==> src/rtl/booth_pkg.sv <==
// rtl/booth_pkg.sv - shared types and radix-4 recode helper for booth_r4_mult
package booth_pkg;

  typedef enum logic [1:0] {
    IDLE = 2'd0,
    CALC = 2'd1,
    DONE = 2'd2
  } state_t;

  typedef enum logic [2:0] {
    SEL_ZERO = 3'd0,
    SEL_PM   = 3'd1,
    SEL_P2M  = 3'd2,
    SEL_NM   = 3'd3,
    SEL_N2M  = 3'd4
  } booth_sel_t;

  // Triplet is {Q[1], Q[0], q_-1}.
  function automatic booth_sel_t booth_r4_decode(input logic [2:0] triplet);
    case (triplet)
      3'b001, 3'b010: return SEL_PM;
      3'b011:         return SEL_P2M;
      3'b100:         return SEL_N2M;
      3'b101, 3'b110: return SEL_NM;
      default:        return SEL_ZERO;
    endcase
  endfunction

endpackage

==> src/rtl/booth_r4_ppgen.sv <==
// rtl/booth_r4_ppgen.sv - radix-4 Booth partial product selector
module booth_r4_ppgen
  import booth_pkg::*;
#(
  parameter int WIDTH = 8
) (
  input  logic [WIDTH+1:0] m,
  input  logic [2:0]       triplet,
  output logic [WIDTH+2:0] pp
);

  logic [WIDTH+2:0] m1;
  logic [WIDTH+2:0] m2;

  // M is already WIDTH+2 bits two's complement, so 2M fits one bit wider.
  assign m1 = {m[WIDTH+1], m};
  assign m2 = {m, 1'b0};

  always_comb begin
    pp = '0;
    case (booth_r4_decode(triplet))
      SEL_PM:  pp = m1;
      SEL_P2M: pp = m2;
      SEL_NM:  pp = -m1;
      SEL_N2M: pp = -m2;
      default: pp = '0;
    endcase
  end

endmodule

==> src/rtl/booth_r4_mult.sv <==
// rtl/booth_r4_mult.sv - sequential radix-4 Booth multiplier with valid/ready handshakes
module booth_r4_mult
  import booth_pkg::*;
#(
  parameter int WIDTH = 8
) (
  input  logic               clk,
  input  logic               rst,
  input  logic               in_valid,
  output logic               in_ready,
  input  logic [WIDTH-1:0]   a,
  input  logic [WIDTH-1:0]   b,
  input  logic               signed_mode,
  output logic               out_valid,
  input  logic               out_ready,
  output logic [2*WIDTH-1:0] product,
  output logic               busy
);

  localparam int ITER  = WIDTH / 2 + 1;
  localparam int CNT_W = $clog2(ITER + 1);

  if ((WIDTH % 2) != 0 || WIDTH < 4) begin : g_bad_width
    $error("booth_r4_mult: WIDTH must be even and at least 4");
  end

  state_t             state;
  logic [CNT_W-1:0]   cnt;
  logic [WIDTH+1:0]   m;
  logic [WIDTH+1:0]   q;
  logic               q_m1;
  logic [WIDTH+2:0]   h;

  logic [WIDTH+2:0]   pp;
  logic [WIDTH+2:0]   h_sum;
  logic [2*WIDTH+5:0] shift_in;
  logic [2*WIDTH+5:0] shifted;

  booth_r4_ppgen #(.WIDTH(WIDTH)) u_ppgen (
    .m       (m),
    .triplet ({q[1:0], q_m1}),
    .pp      (pp)
  );

  assign h_sum    = h + pp;
  assign shift_in = {h_sum, q, q_m1};
  assign shifted  = $signed(shift_in) >>> 2;

  always_ff @(posedge clk) begin
    if (rst) begin
      state     <= IDLE;
      in_ready  <= 1'b1;
      out_valid <= 1'b0;
      busy      <= 1'b0;
      product   <= '0;
      cnt       <= '0;
      m         <= '0;
      q         <= '0;
      q_m1      <= 1'b0;
      h         <= '0;
    end else begin
      case (state)
        IDLE: begin
          if (in_valid) begin
            // Mode is folded into the extension; nothing downstream needs it.
            m        <= signed_mode ? {{2{a[WIDTH-1]}}, a} : {2'b00, a};
            q        <= signed_mode ? {{2{b[WIDTH-1]}}, b} : {2'b00, b};
            q_m1     <= 1'b0;
            h        <= '0;
            cnt      <= '0;
            state    <= CALC;
            in_ready <= 1'b0;
            busy     <= 1'b1;
          end
        end
        CALC: begin
          h    <= shifted[2*WIDTH+5:WIDTH+3];
          q    <= shifted[WIDTH+2:1];
          q_m1 <= shifted[0];
          cnt  <= cnt + 1'b1;
          if (cnt == CNT_W'(ITER - 1)) begin
            state <= DONE;
            busy  <= 1'b0;
          end
        end
        DONE: begin
          // First DONE cycle registers the result; later cycles wait on the consumer.
          if (!out_valid) begin
            product   <= {h[WIDTH-3:0], q};
            out_valid <= 1'b1;
          end else if (out_ready) begin
            out_valid <= 1'b0;
            in_ready  <= 1'b1;
            state     <= IDLE;
          end
        end
        default: begin
          state     <= IDLE;
          in_ready  <= 1'b1;
          out_valid <= 1'b0;
          busy      <= 1'b0;
        end
      endcase
    end
  end

endmodule

==> config.mk <==
export PLATFORM = sky130hd
export DESIGN_NAME = booth_r4_mult
export DESIGN_NICKNAME = d
export VERILOG_FILES = /design/src/rtl/booth_pkg.sv /design/src/rtl/booth_r4_ppgen.sv /design/src/rtl/booth_r4_mult.sv
export SDC_FILE = /design/constraint.sdc
export NUM_CORES = 1
export LEC_CHECK = 0
export CAP_MARGIN = 15
export CORE_UTILIZATION = 60
export DETAILED_ROUTE_END_ITERATION = 12
export PLACE_DENSITY_LB_ADDON = 0.12
export SLEW_MARGIN = 20
export SYNTH_ARGS = -nofsm -noshare
export SYNTH_HDL_FRONTEND = slang
export SYNTH_SLANG_ARGS = --single-unit
==> constraint.sdc <==
create_clock -name clk -period 7.4 [get_ports clk]
set_input_delay 1.48 -clock clk [delete_from_list [all_inputs] [get_ports clk]]
set_output_delay 1.48 -clock clk [all_outputs]
set_load 0.02 [all_outputs]
Word level (Yosys, flattened, before mapping). Index checks and enable logic that the tools add are counted.

Register bits: 56. Output and inout port bits: 19. Word-level logic and storage cells: 71.

Add/subtract/negate cells: 4. Eq/ne operators: 17. Mux-type cells: 26. Bitwise logic cells: 3. Reductions and logical operators: 11.

Operators with widths (count): 11-bit one-hot mux with 4 select lines (1); 10-bit two-way mux (3); 11-bit negator (2); 11-bit one-hot mux with 2 select lines (1); 10-bit one-hot mux with 2 select lines (1); 3-bit equality test, second input constant (5); 3-bit by 2-bit equality test with 1-bit output, second input constant (4); 3-bit one-hot mux with 4 select lines (1); 11-bit adder (1); 11-bit two-way mux (1); 2-bit two-way mux (4); 2-bit != test, second input constant (4); 4-bit AND reduction (2); 1-bit two-way mux (7); 3-bit by 1-bit equality test with 1-bit output, second input constant (2); 1-bit one-hot mux with 3 select lines (2); 2-bit one-hot mux with 3 select lines (1); 3-bit one-hot mux with 2 select lines (1); 2-bit AND reduction (3); 2-bit OR reduction (3); 1-bit one-hot mux with 2 select lines (2); 3-bit by 1-bit adder with 3-bit output, second input constant (1); 3-bit two-way mux (1); 1-bit inverter (3); 5 further kinds (5).

Depth between registers and ports, before layout.
Word-level depth: 7. Gate-level depth with buffers: 15. Gate-level depth less buffers: 15.

Modules after synthesis. From an unflattened synthesis, not the netlist that was laid out.

Cells, all modules: 390. Area, all modules: 3126.7 um^2.

Modules (own cells, without submodules): booth_r4_mult (times used 1, cells each 298, area each 2507.4 um^2); booth_r4_ppgen (times used 1, cells each 92, area each 619.3 um^2).

Worst setup path after synthesis. OpenSTA, ideal clock, no wires.

Path type: reg2reg. Start: reg m[0]. End: reg h[9]. Library setup time: 0.114 ns. Arrival: 3.509 ns. Data required time: 7.286 ns. Setup slack: 3.777 ns. Stages on the path, launching flop included: 16. Path buffers: 0. Cells stage by stage: dfxtp_1 -> inv_1 -> ha_1 -> or4b_2 -> nor2_1 -> nor2_1 -> mux2_2 -> a32oi_1 -> o21ai_0 -> ha_1 -> nand3_1 -> a2111oi_0 -> a211oi_1 -> or4_4 -> a31o_2 -> a21o_1.

Word-level cells in the longest chain between the ends: 4. Elaborated cells on any way between the ends: 5. Those cells by class: 3 x add/sub; 2 x mux.

Ends and longest elaborated chain: start: declaration (line booth_r4_mult.sv:29) `logic [WIDTH+1:0] m;`; start signal: assignment (line booth_r4_mult.sv:66) `m <= signed_mode ? {{2{a[WIDTH-1]}}, a} : {2'b00, a};`; 11-bit negator (on tied branches) (line booth_r4_ppgen.sv:24, booth_r4_ppgen.sv:25); 11-bit one-hot mux with 4 select lines * (line booth_r4_ppgen.sv:21) `case (booth_r4_decode(triplet))`; 11-bit adder * (line booth_r4_mult.sv:45) `assign h_sum = h + pp;`; 11-bit one-hot mux with 2 select lines * (line booth_r4_mult.sv:62) `case (state)`; end signal: assignment (line booth_r4_mult.sv:77) `h <= shifted[2*WIDTH+5:WIDTH+3];`; end: declaration (line booth_r4_mult.sv:32) `logic [WIDTH+2:0] h;`.

Every way passes the cells marked *; elsewhere a longest branch is shown, timed or not. A chain may end at the register's enable or synchronous reset.

Worst setup path in the final report. Ends and elaborated chain as after synthesis.

==> reports/metrics.csv <==
stage,metric,value,unit
clock_network,cts_hold_buf,0,
detailed_routing,routedWlPerCell,14.7,µm
global_route,grt_use_total,0.279,
clock_network,cts_buffers,5,
final_layout,drive_gt1_frac,0.0651,
global_route,grt_pass1_vias,2609,
synthesis,ys.warnings.count,0,
flow_run,drv_cap,0,
setup_path,cp-startpoint,m[0],
floorplanning,die_y,73.9,µm
detailed_routing,postRouteAntennaNets,0,
timing,rsz0062_at_grt,false,
clock_network,cts_htree_levels,2,
timing,min_period,4080,ps
floorplanning,core_area,4850,µm²
min_path,hold_path.startpoint,product[11],
placed_design,dpl_cell_area,3430,µm²
timing,setup_violations,0,
setup_path,required,7660,ps
detailed_routing,drc,0,
setup_path,slowest_delay,620,ps
synthesis,seq_area_frac_synth,0.342,
floorplanning,start_util,0.639,
synthesis,synth_area,3100,µm²
placed_design,gp_congestion,0.890,
detailed_routing,vias,2840,
timing,worst_pin_slew,961,ps
floorplanning,row_count,25,
synthesis,yosysTopAreaCell,dfxtp_1,
min_path,worstHoldPathType,reg -> reg,
synthesis,ys_async_sr_fraction,0,
clock_network,cts_tree,yes,
setup_path,worstSetupStartpointType,register,
synthesis,ys.flop_type,dfxtp_1,
setup_path,worstPathMaxFanout,7,
final_layout,layout_commonest_cell,nand2_1,
global_route,grt_pass1_wl,11.7,mm
synthesis,synth_edf_count,0,
global_route,overflow,0,
timing,final.setup.tns,0,ps
floorplanning,io_pins,40,
setup_path,cp.arrival,4340,ps
synthesis,synth_area_leaders,"dfxtp_1 34%, nand2_1 8.6%, a21oi_1 7.3%",
timing,layout_setup_ws,3320,ps
final_layout,stdcell_area,3550,µm²
setup_path,r2r-start,m[0],
final_layout,multi_input_area,1860,µm²
floorplanning,die_area,5460,µm²
timing,slew_headroom,0.359,
final_layout,diodes,0,
placed_design,dpl_worst_slack,3390,ps
setup_path,path_cells,"inv_1, ha_1, or4b_2, nor2_1, nor2_1, mux2_2, a32oi_1, o21ai_0, ha_1, nand3_1, a2111oi_0, a211oi_1, or4_4, a2111oi_4, a21o_1",
floorplanning,fp.dieW,73.9,µm
synthesis,synth_top_area_share,0.342,
detailed_routing,drt_iter0_drc,214,
final_layout,regArea,1060,µm²
placed_design,hpwl,5.04,mm
synthesis,synthDistinctLibCells,48,
synthesis,synth.net_count,429,
timing,finalClockSkew,11.4,ps
setup_path,cp_slowest_cell,or4b_2,
clock_network,clk_path_buf_depth,2,
synthesis,avgSynthCellArea,7.87,µm²
clock_network,clkTransAtPathRegs,100,ps
clock_network,cts.sinks,53,
synthesis,ys_ff_latch,53,
power,p_per_area,187,nW/µm²
setup_path,path_class,reg -> reg,
detailed_routing,vias_per_cell,5.89,
placed_design,io_buffer_count,39,
power,ir_drop,159,µV
timing,finalCritPeriodShare,0.551,
global_route,antenna_found_initial,0,
final_layout,final_cell_mix,"71 x nand2_1, 53 x dfxtp_1, 48 x nor2_1",
global_route,grt_start_max_net_pins,52,
timing,hold_viol,0,
final_layout,area_growth,14.4,%
final_layout,nFillCells,370,
setup_path,end_kind,register,
detailed_routing,firstDrtPassIters,4,
detailed_routing,wirelength,7.09,mm
timing,final_max_slew_viol_count,0,
clock_network,post_cts_buffers,0,
clock_network,cts_resized,0,
synthesis,synthCells,394,
timing,fmax,245,MHz
outcome,outcome,"complete, no violations",
clock_network,clk-insertion-delay-late,310,ps
clock_network,root_buffer,clkbuf_8,
final_layout,nets,449,
power,leakage,0.00136,µW
## cells by family after synthesis
| group | count (synthesis) | synth area share |
|---|---|---|
| buffers and inverters | 37 | 0.0593 |
| DFF | 53 | 0.342 |
| adders and majority gates | 14 | 0.0589 |
| and+or+nand+nor | 154 | 0.222 |
| xor gates and xnor gates | 17 | 0.0480 |
| AOI/OAI and AO/OA | 106 | 0.226 |
| muxes | 13 | 0.0436 |
## per-layer routing
layer  vias to the layer above  track usage  part of all wire
met2                        91        0.461              0.48
met5                         -            0                 0
met3                        20       0.0453             0.050
li1                       1418            -                 -
met4                         0        0.107             0.026
met1                      1311        0.362              0.44
## power breakdown
part / switching, µW / internal [µW]
Clock: 94.9 / 101
Sequential: 22.4 / 299
Combinational: 80.1 / 67.5
Total: 197 / 467
## critical path: cells and delay by family (launching register included)
kind	cells	cell delay, ps
DFF	1	360
AOI/OAI and AO/OA	6	1250
buffers and inverters	1	90
and+or+nand+nor	5	1400
muxes	1	270
adders and majority gates	2	670
## registers in the layout, summed over array words and instances (netlist names)
name,count
m,9
q,10
in_ready,1
cnt,3
q_m1,1
out_valid,1
product,16
state,2
h,9
busy,1
## stage by stage
step                std cells  total power (µW)  utilization  hold WS [ps]
CTS                       482               666        0.731           459
global route              482               697        0.732           482
finish                    482               665        0.732           457
floorplan                 394               437            -           445
global placement          474               467        0.708           444
detailed placement        474               471        0.708           445
## cell usage after synthesis, types with 2 or more instances
master     number
nand2_1        71
dfxtp_1        53
nor2_1         50
a21oi_1        45
clkbuf_1       16
ha_1           13
o21ai_0        12
xnor2_1        11
a311oi_1        9
inv_1           9
mux2i_1         9
nand2b_1        7
a22oi_1         6
xor2_1          6
a211oi_1        5
a21o_1          5
a221oi_1        5
nand3_1         5
buf_4           4
buf_6           4
mux2_2          4
nor2b_1         4
a22o_1          3
and2_1          3
buf_1           3
nor3_1          3
o21a_1          3
a2111oi_0       2
a31oi_1         2
a32oi_1         2
nand3b_1        2
or4_4           2
## path summary, 6_finish.rpt
check	to	slack, ps	cells past startpoint
setup reg to reg	h[9]	3320	15
hold / removal	product[11]	460	2
hold reg to reg	product[11]	460	2
setup / recovery	h[9]	3320	15
## layout make-up
class / count / share of cell area
Multi-Input combinational cell: 304 / 0.524
Clock inverter: 3 / 0.0123
Sequential cell: 53 / 0.299
Clock buffer: 5 / 0.0194
Inverter: 10 / 0.0106
Tap cell: 67 / 0.0236
Timing Repair Buffer: 40 / 0.111
(Power assumes the default switching activity.)
